**src/rtl/s2_pkg.sv**
```systemverilog
// s2_pkg: states and sizing constants shared by the stage-2 controller and result collector
package s2_pkg;
  typedef enum logic [1:0] {IDLE, ACCUM, OUT} state_t;
  localparam int N_DIR  = 4;
  localparam int N_ADDR = 36;
  localparam int N_PROD = N_DIR * N_ADDR;
  localparam int DATA_W = 16;
  localparam int ACC_W  = 24;
  localparam int OUT_W  = 16;
endpackage

```
**src/rtl/s2_sat_relu.sv**
```systemverilog
// s2_sat_relu: clamps a signed accumulator into the signed result range, optional ReLU
module s2_sat_relu #(
  parameter int ACC_W = 24,
  parameter int OUT_W = 16
) (
  input  logic signed [ACC_W-1:0] acc_i,
  input  logic                    relu_en_i,
  output logic signed [OUT_W-1:0] res_o
);
  localparam logic signed [OUT_W-1:0] MAX_O = {1'b0, {(OUT_W-1){1'b1}}};
  localparam logic signed [OUT_W-1:0] MIN_O = {1'b1, {(OUT_W-1){1'b0}}};
  localparam logic signed [ACC_W-1:0] MAX_V = ACC_W'(MAX_O);
  localparam logic signed [ACC_W-1:0] MIN_V = ACC_W'(MIN_O);
  always_comb
    res_o = (relu_en_i && acc_i[ACC_W-1]) ? '0 :
            (acc_i > MAX_V) ? MAX_O :
            (acc_i < MIN_V) ? MIN_O : acc_i[OUT_W-1:0];
endmodule

```
**src/rtl/s2_result_collector.sv**
```systemverilog
// s2_result_collector: sums stage-2 products into four kernel accumulators and streams saturated results
module s2_result_collector #(
  parameter int DATA_W = s2_pkg::DATA_W,
  parameter int ACC_W  = s2_pkg::ACC_W,
  parameter int OUT_W  = s2_pkg::OUT_W
) (
  input  logic                     clk,
  input  logic                     reset,
  input  logic                     prod_valid,
  input  logic signed [DATA_W-1:0] prod_data,
  input  logic [1:0]               prod_dir,
  input  logic                     relu_en,
  output logic                     out_valid,
  input  logic                     out_ready,
  output logic signed [OUT_W-1:0]  out_data,
  output logic [1:0]               out_idx,
  output logic                     busy,
  output logic                     frame_done,
  output logic                     overrun
);
  import s2_pkg::*;
  state_t state_q, state_d;
  logic signed [ACC_W-1:0] acc_q [N_DIR];
  logic signed [ACC_W-1:0] acc_d [N_DIR];
  logic [7:0] cnt_q, cnt_d;
  logic [1:0] idx_q, idx_d;
  logic relu_q, relu_d, done_q, done_d, ovr_q, ovr_d;
  logic signed [OUT_W-1:0] sat;
  always_comb begin
    state_d = state_q;
    acc_d   = acc_q;
    cnt_d   = cnt_q;
    idx_d   = idx_q;
    relu_d  = relu_q;
    done_d  = 1'b0;
    ovr_d   = ovr_q;
    if (state_q != OUT && prod_valid) begin
      acc_d[prod_dir] = acc_q[prod_dir] + ACC_W'(prod_data);
      cnt_d   = cnt_q + 8'd1;
      state_d = (cnt_q == 8'(N_PROD-1)) ? OUT : ACCUM;
      relu_d  = (cnt_q == 8'(N_PROD-1)) ? relu_en : relu_q;
    end
    if (state_q == OUT) begin
      ovr_d = ovr_q | prod_valid;
      if (out_ready) begin
        idx_d = idx_q + 2'd1;
        if (idx_q == 2'(N_DIR-1)) begin
          state_d = IDLE;
          done_d  = 1'b1;
          cnt_d   = '0;
          acc_d   = '{default: '0};
        end
      end
    end
  end
  always_ff @(posedge clk)
    if (!reset) begin
      state_q <= IDLE;
      acc_q   <= '{default: '0};
      cnt_q   <= '0;
      idx_q   <= '0;
      relu_q  <= 1'b0;
      done_q  <= 1'b0;
      ovr_q   <= 1'b0;
    end else begin
      state_q <= state_d;
      acc_q   <= acc_d;
      cnt_q   <= cnt_d;
      idx_q   <= idx_d;
      relu_q  <= relu_d;
      done_q  <= done_d;
      ovr_q   <= ovr_d;
    end
  s2_sat_relu #(.ACC_W(ACC_W), .OUT_W(OUT_W)) u_sat (
    .acc_i(acc_q[idx_q]),
    .relu_en_i(relu_q),
    .res_o(sat)
  );
  assign out_valid  = state_q == OUT;
  assign busy       = state_q != IDLE;
  assign out_data   = out_valid ? sat : '0;
  assign out_idx    = idx_q;
  assign frame_done = done_q;
  assign overrun    = ovr_q;
endmodule
```
**config.mk**
```make
export PLATFORM = sky130hd
export DESIGN_NAME = s2_result_collector
export DESIGN_NICKNAME = d
export VERILOG_FILES = /design/src/rtl/s2_pkg.sv /design/src/rtl/s2_sat_relu.sv /design/src/rtl/s2_result_collector.sv
export SDC_FILE = /design/constraint.sdc
export NUM_CORES = 1
export LEC_CHECK = 0
export ABC_AREA = 1
export BUFFER_PORTS_ARGS = -buffer_cell sky130_fd_sc_hd__clkbuf_2
export CORE_ASPECT_RATIO = 1.5
export CORE_MARGIN = 2
export CORE_UTILIZATION = 58
export CTS_BUF_LIST = sky130_fd_sc_hd__clkbuf_8
export CTS_CLUSTER_DIAMETER = 80
export DETAILED_ROUTE_END_ITERATION = 16
export PLACE_DENSITY_LB_ADDON = 0.12
export SLEW_MARGIN = 10
export SYNTH_ARGS = -nofsm -noshare
export SYNTH_HDL_FRONTEND = slang
export SYNTH_SLANG_ARGS = --single-unit
```
**constraint.sdc**
```tcl
create_clock -name clk -period 2.1 [get_ports clk]
set_input_delay 0.21 -clock clk [delete_from_list [all_inputs] [get_ports clk]]
set_output_delay 0.21 -clock clk [all_outputs]
set_load 0.05 [all_outputs]
```
==> impl_metrics.ini, run 1 <==
[outcome]
status = did not finish
haltStage = global routing (5_1_grt)
error_line = [ERROR GRT-0232] Routing congestion too high. Check the congestion heatmap in the GUI.

[logic_synthesis]
synth.distinct_cells = 44
ys_warn_count = 0
synth_nets = 1275
synth-seq-cells = 111
synth_ff_type = dfxtp_1
synth_edf_count = 0
synth-async-reset-ratio = 0
synth-seq-area-share = 0.293
synthesis.area_sq_um = 7580
syn_inst = 1226
syn_area_per_cell_sq_um = 6.18

[global_routing]
grt_max_degree = 72
grt-ovfl-total = 14
grt_usage = 0.674

[die]
rows = 51
io_pins = 45
initial_core_util = 0.588
die_w_um = 97.3
chipHeight_um = 144

[sta]
worst_endpoint = out_data[11]
worst-ep-kind = primary output

[clock_tree]
cts_root_buffer = clkbuf_8
clock_sinks = 111
cts_buffer_depth = 2
numCtsBuffers = 9
htree_levels = 3

[placement]
post-dp-hpwl_um = 18800
dpl_cell_area_sq_um = 9140
place_congestion = 0.976
dp_cells = 1538
io_buffers = 44
-- cell usage after synthesis (all sizes together), types with 3 or more instances --
| library cell | n | area, sq um |
|---|---|---|
| a21o | 3 | 22.5 |
| a21oi | 116 | 618 |
| a22oi | 24 | 180 |
| buf | 34 | 213 |
| clkbuf | 19 | 71.3 |
| dfxtp | 111 | 2220 |
| ha | 25 | 313 |
| inv | 237 | 895 |
| nand2 | 302 | 1150 |
| nand3 | 100 | 500 |
| nand4 | 9 | 56.3 |
| nor2 | 103 | 414 |
| nor3 | 10 | 50.1 |
| o211ai | 9 | 72.6 |
| o21a | 8 | 60.1 |
| o21ai | 70 | 354 |
| o21bai | 4 | 30.0 |
| o221ai | 18 | 158 |
| or2 | 3 | 18.8 |
| xor2 | 8 | 70.1 |
-- repair_timing --
item | in CTS
endpoints found under the hold margin | 0
endpoints found under the setup margin | 99
setup buffers | 31
hold buffers | 0
gates cloned | 1
gates resized for setup | 275
pin swaps | 114
-- cells by family after synthesis --
| group | after synthesis | synth area share |
|---|---|---|
| flops | 111 | 0.293 |
| fa+ha+maj | 26 | 0.0439 |
| xor+xnor | 9 | 0.0104 |
| simple gates | 531 | 0.292 |
| compound gates | 259 | 0.205 |
| buf+inv | 290 | 0.156 |
-- stage by stage --
step / hold slack [ps] / utilization / worst slack, ps
after floorplan: 341 / - / -162
after global placement: 434 / 0.709 / -736
after detailed placement: 438 / 0.709 / -756
after CTS: 37.4 / 0.837 / -310
-- metal layers --
| metal | track usage | GRT overflow |
|---|---|---|
| met4 | 0.711 | 10 |
| met5 | 0.0696 | 0 |
| met1 | 0.667 | 0 |
| met2 | 0.913 | 4 |
| met3 | 0.424 | 0 |
==> inputs of run 2 (changes only) <==
--- a/config.mk
+++ b/config.mk
@@ -7,13 +7,10 @@
 export LEC_CHECK = 0
 export ABC_AREA = 1
 export BUFFER_PORTS_ARGS = -buffer_cell sky130_fd_sc_hd__clkbuf_2
-export CORE_ASPECT_RATIO = 1.5
 export CORE_MARGIN = 2
-export CORE_UTILIZATION = 58
-export CTS_BUF_LIST = sky130_fd_sc_hd__clkbuf_8
-export CTS_CLUSTER_DIAMETER = 80
+export CORE_UTILIZATION = 40
 export DETAILED_ROUTE_END_ITERATION = 16
-export PLACE_DENSITY_LB_ADDON = 0.12
+export PLACE_DENSITY_LB_ADDON = 0.15
 export SLEW_MARGIN = 10
 export SYNTH_ARGS = -nofsm -noshare
 export SYNTH_HDL_FRONTEND = slang
==> constraint.sdc (replaced) <==
create_clock -name clk -period 2.7 [get_ports clk]
set_input_delay 0.27 -clock clk [delete_from_list [all_inputs] [get_ports clk]]
set_output_delay 0.27 -clock clk [all_outputs]
set_load 0.05 [all_outputs]
==> run 2 against run 1 <==
Against the previous run: the run now ends clean; synthesized cell count stayed put; area after synthesis unchanged.
==> impl_metrics.ini, run 2 <==
[layout]
insertedDiodeCount = 0
regMostFlops = acc_q
largest_reg_flops = 96
nets = 1365
final_area_sq_um = 9180
mostFrequentLayoutCell = nand2_1
nFillCells = 1939
mostFrequentLayoutCells = nand2_1, inv_1, dfxtp_1, a21oi_1, nand3_1
reg.largest.list = acc_q: 96 flops, cnt_q: 8 flops
area_delta_synth_final_pct = 21.1
drive_above_1_share = 0.169

[sta]
final_max_slew_viol_count = 0
fin_crit_sh = 0.962
period_needed_ps = 2600
rsz0062_at_grt = yes
skew_ps = 13.5
fmax_mhz = 385
worstMarginPinSlew_ps = 893
hold_violations = 0
setup_viol = 0
relSlewSlack = 0.404
hold_ws_ps = 166

[logic_synthesis]
synth_xor_area_frac = 0.0104
synth_edf_count = 0
synth-seq-area-share = 0.293
synth_top_family_by_area = simple AND/OR/NAND/NOR gates
synth-async-reset-ratio = 0
syn_area_per_cell_sq_um = 6.18
yosys.area.top_type_share = 0.293
netlist_top_cells_area = dfxtp_1, nand2_1, inv_1
syn_inst = 1226
synth_ff_type = dfxtp_1
yosysMostFrequentCell = nand2_1
synth.distinct_cells = 44
yosys.area_share.simple = 0.292
yosys.area.top_type = dfxtp_1
synth_fa_ha_area_frac = 0.0439
synth_nets = 1275
synthTopCellsByCount = nand2_1, inv_1, dfxtp_1
synthMuxAreaShare = 0
synth-seq-cells = 111
ys_warn_count = 0
synth-compound-area-share = 0.205
synthesis.area_sq_um = 7580

[setup_path]
path_max_fanout = 24
cp.arrival_ps = 2860
critPathMostFrequentCell = nand3_1
crit_buf_inv = 5
worstSetupStartpointType = primary input
path_delay_family = simple AND/OR/NAND/NOR gates
crit_type = in -> reg
r2r_cells = 12
cp.required_ps = 2970
worstPathCellList = clkbuf_2, buf_4, inv_2, nor2_2, buf_12, a22oi_1, o221ai_2, ha_1, nand2_1, nor2_2, nand3_1, nand3_1, nand2_1, nand3_1, nand3_1, nand2_1, inv_1
critPathCaptureType = flop
r2r_start = acc_q[80]$_SDFF_PN0_
r2r-end = acc_q[65]$_SDFF_PN0_
max_stage_delay_ps = 380
cp_slowest_cell = ha_1
regToRegSetupSlack_ps = 290

[hold_path]
hold_class = in -> reg
worstHoldStart = relu_en
hold_path_end = relu_q$_SDFFE_PN0P_
min_path_cells = 3

[die]
chipHeight_um = 142
rows = 50
io_pins = 45
die_w_um = 142
coreArea_sq_um = 18600
die-area_sq_um = 20100
initial_core_util = 0.406

[global_routing]
antenna_found_initial = 0
grt-ovfl-total = 0
grt_pass1_wl_um = 40500
grt_pass1_vias = 7302
grt_max_degree = 59
grt_usage = 0.261

[placement]
dpl_cell_area_sq_um = 8600
post-dp-hpwl_um = 18500
place_congestion = 0.918
io_buffers = 44

[clock_tree]
numCtsBuffers = 9
clock_sinks = 111
htree_levels = 3
cts_root_buffer = clkbuf_16
cts_tree = done
clk_latency_ps = 370
hold_buffers = 0
path_clk_slew_ps = 70
cts_buffer_depth = 2

[detailed_routing]
drc = 0
drtIter0Drc = 725
drt_pre_antenna_iters = 5
via_per_inst = 5.23
wl_um = 26300
via_count = 8125
drt.antenna.violating_nets = 0
wl_per_cell_um = 16.9

[run]
max_cap_viol_count = 0

[outcome]
status = completed

[power]
power_density_nw_per_um2 = 455
leakage_nw = 4.60
ir_worst_vdd_v = 0.000243
-- run 2: how the worst max path moves through the flow --
stage	start	endpoint	slack (ps)	depth (start not counted)
finish	prod_dir[0]	acc_q[65]$_SDFF_PN0_	100	17
global route	prod_dir[0]	acc_q[69]$_SDFF_PN0_	-40	18
CTS	prod_dir[0]	acc_q[66]$_SDFF_PN0_	30	16
detailed placement	prod_dir[1]	acc_q[66]$_SDFF_PN0_	-710	14
global placement	prod_dir[1]	acc_q[66]$_SDFF_PN0_	-690	14
floorplan	out_idx[0]$_SDFFE_PN0P_	out_data[0]	110	10
-- run 2: cell families after synthesis --
logic type,after synthesis
buffers and inverters,290
AOI/OAI and AO/OA,259
DFF,111
adders and majority gates,26
xor gates and xnor gates,9
and+or+nand+nor,531
-- run 2: where the power goes --
part | leakage (nW) | internal [W] | switching (W)
logic | 3.56 | 0.000403 | 0.000668
clock network | 0.137 | 0.000663 | 0.000673
registers | 0.908 | 0.00172 | 0.0000530
-- run 2: worst min-delay path: stages --
cell      delay (ps)
clkbuf_2          80
nor3_1            50
nor2_1            90
-- run 2: metal layers --
metal | vias up | global-route usage | part of all wire | wire (um)
met3 | 29 | 0.0246 | 0.077 | 2030
met5 | - | 0 | 0 | 0
li1 | 4103 | - | - | -
met4 | 0 | 0.0763 | 0.019 | 502
met2 | 323 | 0.403 | 0.43 | 11300
met1 | 3670 | 0.386 | 0.47 | 12400
-- run 2: final cells by class --
cell class	instances	area (sq um)	share of cell area
clock buffers	11	243	0.0264
multi-input cells	826	4370	0.476
inverters	237	895	0.0975
repair buffers	131	1110	0.121
clock inverters	5	38.8	0.00423
flip-flops and latches	111	2230	0.243
well taps	234	293	0.0319
-- run 2: metrics by stage --
stage               std cells  utilization  power [W]  setup slack [ps]  TNS, ps
detailed placement       1529        0.461    0.00278              -707   -51290
finish                   1555        0.492    0.00418               103        0
global placement         1529        0.461    0.00278              -691   -50580
CTS                      1546        0.478    0.00413              32.1        0
global route             1555        0.492    0.00439             -44.9    -95.8
floorplan                1226            -    0.00241               106        0
-- run 2: repair_timing --
item                                    4_1_cts  5_1_grt
hold endpoints to repair                      0        0
gates cloned                                  0        2
endpoints found under the setup margin       95       71
resized for setup                             3       46
buffers inserted                              1        7
pin swaps                                     1       15
Power figures use the tool's default switching activity.
==> inputs of run 3 (changes only) <==
--- a/config.mk
+++ b/config.mk
@@ -7,10 +7,10 @@
 export LEC_CHECK = 0
 export ABC_AREA = 1
 export BUFFER_PORTS_ARGS = -buffer_cell sky130_fd_sc_hd__clkbuf_2
+export CAP_MARGIN = 30
 export CORE_MARGIN = 2
 export CORE_UTILIZATION = 40
 export DETAILED_ROUTE_END_ITERATION = 16
-export PLACE_DENSITY_LB_ADDON = 0.15
 export SLEW_MARGIN = 10
 export SYNTH_ARGS = -nofsm -noshare
 export SYNTH_HDL_FRONTEND = slang
==> run 3 against run 2 <==
Against the previous run: via count up 0.11%; cell count about the same; register-to-register slack worse by 50 ps; critical path depth is the same; combinational power is essentially flat; clock-buffer cell count down 2; largest power group unchanged.
==> impl_metrics.ini, run 3 (same netlist as run 2, synthesis figures left out) <==
[layout]
mostFrequentLayoutCells = nand2_1, inv_1, dfxtp_1, a21oi_1, nand3_1
seqCellArea_sq_um = 2230
nets = 1364
multi_input_area_sq_um = 4290
nFillCells = 1948
insertedDiodeCount = 0
mostFrequentLayoutCell = nand2_1
area_delta_synth_final_pct = 20.9
reg.largest.list = acc_q: 96 flops, cnt_q: 8 flops
final_area_sq_um = 9160
largest_reg_flops = 96
regMostFlops = acc_q
drive_above_1_share = 0.154

[sta]
skew_ps = 16.7
relSlewSlack = 0.451
hold_violations = 0
fmax_mhz = 393
worstMarginPinSlew_ps = 823
setup_viol = 0
fin_crit_sh = 0.942
tns_ps = 0
hold_ws_ps = 171
final_max_slew_viol_count = 0
period_needed_ps = 2540
setup_ws_ps = 155

[power]
p_sw_w = 0.00138
switching_share = 0.328
internal_power_w = 0.00283
p_seq_frac = 0.420
power_density_nw_per_um2 = 460
leakage_nw = 4.62
clkPwrFrac = 0.331
ir_worst_vdd_v = 0.000240
pwr-share-comb = 0.249

[detailed_routing]
drt_pre_antenna_iters = 5
via_per_inst = 5.23
via_count = 8134
wl_per_cell_um = 16.1
drtIter0Drc = 814
drc = 0
drt.antenna.violating_nets = 0
wl_um = 25000

[clock_tree]
hold_buffers = 0
cts_root_buffer = clkbuf_16
cts_tree = done
path_clk_slew_ps = 80
numCtsBuffers = 9
cts_buffer_depth = 2
clock_sinks = 111
clk_latency_ps = 370
htree_levels = 3

[global_routing]
grt-ovfl-total = 0
met1_usage = 0.369
grt_pass1_vias = 7184
grt_use_met3 = 0.0256
busiest_layer = met2
grtUsageMet2 = 0.377
grt_pass1_wl_um = 39000
antenna_found_initial = 0
grt_max_degree = 54
grt_usage = 0.248

[placement]
io_buffers = 44
place_congestion = 0.878
post-dp-hpwl_um = 17600
pre_cts_ws_ps = -297
dpl_cell_area_sq_um = 8570

[setup_path]
crit_type = in -> reg
crit_buf_inv = 7
path_delay_family = buffers and inverters
cp.required_ps = 3010
cp_slowest_cell = xor2_1
cp.arrival_ps = 2850
max_stage_delay_ps = 370
critPathCaptureType = flop
worstPathCellList = clkbuf_2, buf_4, inv_2, nor2_2, buf_12, a22oi_1, o221ai_1, buf_4, ha_1, nand2_1, nand3_1, nand2_1, nand2_1, buf_4, xor2_1, o21ai_1, inv_1
worstSetupStartpointType = primary input
path_max_fanout = 21

[hold_path]
hold_class = in -> reg

[outcome]
status = completed

[die]
initial_core_util = 0.406
io_pins = 45
coreArea_sq_um = 18600
chipHeight_um = 142
die-area_sq_um = 20100
rows = 50
die_w_um = 142

[run]
max_cap_viol_count = 0
-- run 3: changes by cell type in the layout (fill, tap and decap cells not counted), moves of 4 or more --
cell,previous run,this run
o221ai_2,10,4
nor2_1,89,95
o221ai_1,8,14
nand2_1,291,295
nand2_2,10,5
nor2_2,11,4
-- run 3: final cells by class --
| class | count | share of cell area |
|---|---|---|
| clock inverters | 7 | 0.00792 |
| multi-input cells | 825 | 0.468 |
| flip-flops and latches | 111 | 0.243 |
| clock buffers | 9 | 0.0246 |
| repair inverters | 1 | 0.00123 |
| repair buffers | 130 | 0.123 |
| inverters | 237 | 0.101 |
| well taps | 234 | 0.0320 |
-- run 3: metal layers --
metal / routed length [um] / part of all wire
met1: 11700 / 0.47
met2: 10800 / 0.43
met3: 1990 / 0.080
met4: 497 / 0.020
met5: 0 / 0
-- run 3: power groups by stage --
stage               clock network (W)  logic (W)  registers [W]
finish                        0.00139    0.00105        0.00177
global route                  0.00148    0.00115        0.00178
CTS                           0.00141   0.000998        0.00177
detailed placement                  0   0.000980        0.00181
global placement                    0   0.000973        0.00181
floorplan                           0   0.000614        0.00179
-- run 3: timing repair --
action / 4_1_cts / 5_1_grt
setup endpoints to repair: 10 / 49
setup buffers: 2 / 10
resized for setup: 3 / 44
cloned: 0 / 2
pin swaps: 1 / 8
-- run 3: worst min-delay path, cell delays in order --
cell      delay [ps]
clkbuf_2          70
nor3_1            50
nor2_1           100
-- run 3: through the flow --
stage          total power (W)  cells   util
6_report               0.00421   1554  0.491
5_1_grt                0.00441   1554  0.491
4_1_cts                0.00417   1542  0.477
3_5_place_dp           0.00279   1524  0.459
3_3_place_gp           0.00278   1523  0.459
2_1_floorplan          0.00241   1226      -
-- run 3: path summary, 6_finish.rpt --
| path | from | endpoint | slack [ps] | depth (start not counted) |
|---|---|---|---|---|
| worst max-delay path | prod_dir[0] | acc_q[77]$_SDFF_PN0_ | 160 | 17 |
| worst min-delay path | relu_en | relu_q$_SDFFE_PN0P_ | 170 | 3 |
| worst max register to register | acc_q[74]$_SDFF_PN0_ | acc_q[77]$_SDFF_PN0_ | 240 | 12 |
| worst min register to register | overrun$_SDFFE_PN0P_ | overrun$_SDFFE_PN0P_ | 450 | 2 |
==> inputs of run 4 (changes only) <==
--- a/config.mk
+++ b/config.mk
@@ -5,12 +5,12 @@
 export SDC_FILE = /design/constraint.sdc
 export NUM_CORES = 1
 export LEC_CHECK = 0
-export ABC_AREA = 1
 export BUFFER_PORTS_ARGS = -buffer_cell sky130_fd_sc_hd__clkbuf_2
 export CAP_MARGIN = 30
 export CORE_MARGIN = 2
 export CORE_UTILIZATION = 40
 export DETAILED_ROUTE_END_ITERATION = 16
+export PLACE_DENSITY = 0.67
 export SLEW_MARGIN = 10
 export SYNTH_ARGS = -nofsm -noshare
 export SYNTH_HDL_FRONTEND = slang
==> run 4 against run 3 <==
Against the previous run: register-to-register slack worse by 370 ps; clock power is 9% higher; critical endpoint is now acc_q[22]$_SDFF_PN0_; largest cell class unchanged; worst setup slack worse by 280 ps; non-clock buffer count is 59 higher; synthesized cell count is 37% lower; via count is 20% lower; fmax is 9.9% lower; worst hold slack worse by 16 ps; global-route usage is 1.1 points lower; clock skew is 3.9 ps lower; the flow now finishes with violations (setup timing); critical path depth is 6 lower; sequential share of layout area is 0.55 points lower.
==> impl_metrics.ini, run 4 <==
[clock_tree]
clock_sinks = 111
htree_levels = 3
cts_tree = done
clk_latency_ps = 360
cts_root_buffer = clkbuf_16
path_clk_slew_ps = 80
cts_buffer_depth = 2
numCtsBuffers = 9

[logic_synthesis]
ys_warn_count = 0
netlist_top_cells_area = dfxtp_1, mux4_2, a21oi_1
synth_top_family_by_area = simple AND/OR/NAND/NOR gates
syn_area_per_cell_sq_um = 8.64
yosys.area.top_type = dfxtp_1
yosys.area_share.simple = 0.200
synth-compound-area-share = 0.170
synth_edf_count = 0
yosys.area.top_type_share = 0.334
synthesis.area_sq_um = 6660
synth_xor_area_frac = 0.0316
synth_fa_ha_area_frac = 0.0500
synth-async-reset-ratio = 0
syn_inst = 771
synth.distinct_cells = 59
synth_ff_type = dfxtp_1
synth-seq-cells = 111
synth_nets = 820
synth-seq-area-share = 0.334
yosysMostFrequentCell = nand2_1
synthMuxAreaShare = 0.168
synthTopCellsByCount = nand2_1, dfxtp_1, a21oi_1

[die]
io_pins = 45
die-area_sq_um = 17700
initial_core_util = 0.406
die_w_um = 133
chipHeight_um = 133
coreArea_sq_um = 16400
rows = 47

[sta]
setup_ws_ps = -126
fin_crit_sh = 1.05
relSlewSlack = 0.543
period_needed_ps = 2830
rsz0062_at_grt = yes
final_max_slew_viol_count = 0
skew_ps = 12.7
setup_viol = 20
worstMarginPinSlew_ps = 685
fmax_mhz = 354
hold_violations = 0

[layout]
reg.largest.list = acc_q: 96 flops, cnt_q: 8 flops
insertedDiodeCount = 0
area_delta_synth_final_pct = 41.1
final_area_sq_um = 9400
regMostFlops = acc_q
nets = 970
mostFrequentLayoutCell = buf_4
mostFrequentLayoutCells = buf_4, nand2_1, dfxtp_1, a21oi_1, nor2_1
nFillCells = 1366
final_cells = 1144
drive_above_1_share = 0.395
largest_reg_flops = 96

[setup_path]
cp_slowest_cell = mux4_2
worstSetupStartpointType = flop
max_stage_delay_ps = 490
cp.arrival_ps = 3060
crit_type = reg -> reg
worstPathCellList = mux4_2, ha_4, fa_2, a21oi_2, o221a_4, o21ai_4, a31oi_4, buf_6, nor4_4, nor4_4, a21oi_1
critPathCaptureType = flop
r2r_cells = 11
path_max_fanout = 4
cp.required_ps = 2930
critPathMostFrequentCell = nor4_4
regToRegSetupSlack_ps = -130

[run]
max_cap_viol_count = 0

[placement]
post-dp-hpwl_um = 14500
place_congestion = 0.889
dp_cells = 1115
io_buffers = 44
dpl_cell_area_sq_um = 8440
pre_cts_ws_ps = -404

[detailed_routing]
drtIter0Drc = 419
via_count = 6468
wl_um = 21000
drc = 0
drt.antenna.violating_nets = 0
wl_per_cell_um = 18.3
via_per_inst = 5.65
drt_pre_antenna_iters = 5

[global_routing]
grt-ovfl-total = 0
grt_pass1_vias = 6389
grt_max_degree = 35
antenna_found_initial = 0
grt_pass1_wl_um = 33100
grt_usage = 0.237

[outcome]
status = finished, violations left
violations = setup timing

[hold_path]
min_path_cells = 3
hold_class = in -> reg

[power]
ir_worst_vdd_v = 0.000328
power_density_nw_per_um2 = 466
p_total_w = 0.00438
leakage_nw = 3.61
==> run 4: cells by family (layout without fill, tap and decap cells) <==
logic type,after synthesis,after routing
DFF,111,111
AOI/OAI and AO/OA,190,190
adders and majority gates,26,26
buffers and inverters,70,223
muxes,52,52
xor gates and xnor gates,24,24
and+or+nand+nor,298,298
==> run 4: where the power goes <==
| part | leakage [nW] | total (W) | internal, W | switching [W] |
|---|---|---|---|---|
| clock network | 0.162 | 0.00152 | 0.000902 | 0.000620 |
| registers | 0.905 | 0.00175 | 0.00171 | 0.0000483 |
| logic | 2.54 | 0.00111 | 0.000523 | 0.000585 |
==> run 4: timing repair <==
item                                    in CTS  in global routing
endpoints found under the setup margin      59                 81
pin swaps                                   19                 25
gates resized for setup                     57                 58
hold buffers                                 0                  0
buffers inserted                            13                  3
==> run 4: metal layers <==
metal	track usage	wire length, um	vias to the layer above	share of wire
met3	0.0406	1370	52	0.065
met1	0.308	8700	3105	0.42
met4	0.0968	614	0	0.029
met5	0	0	-	0
li1	-	-	3065	-
met2	0.392	10300	246	0.49
==> run 4: cell type report <==
class / instances / area, sq um / share of cell area
Sequential cell: 111 / 2230 / 0.238
Inverter: 20 / 75.1 / 0.00799
Timing Repair Buffer: 189 / 1730 / 0.184
Multi-Input combinational cell: 590 / 4750 / 0.506
Clock inverter: 5 / 108 / 0.0115
Clock buffer: 9 / 225 / 0.0240
Tap cell: 220 / 275 / 0.0293
==> run 4: worst max-delay path: cells and delay by family, from the launching register on <==
| kind | cells | cell delay (ps) |
|---|---|---|
| simple gates | 2 | 420 |
| flops | 1 | 330 |
| buf+inv | 1 | 130 |
| mux | 1 | 490 |
| fa+ha+maj | 2 | 550 |
| compound gates | 5 | 770 |
==> run 4: final timing paths <==
check / to / start
worst min register to register: overrun$_SDFFE_PN0P_ / overrun$_SDFFE_PN0P_
worst max register to register: acc_q[22]$_SDFF_PN0_ / acc_q[0]$_SDFF_PN0_
worst min-delay path: relu_q$_SDFFE_PN0P_ / relu_en
worst max-delay path: acc_q[22]$_SDFF_PN0_ / acc_q[0]$_SDFF_PN0_
==> run 4: metrics by stage <==
step	utilization	TNS, ps	hold WS [ps]
final	0.573	-1100	155
after global routing	0.573	-5910	153
after CTS	0.556	-1310	143
after detailed placement	0.515	-20310	457
after global placement	0.515	-17160	452
after floorplan	-	-1120	411
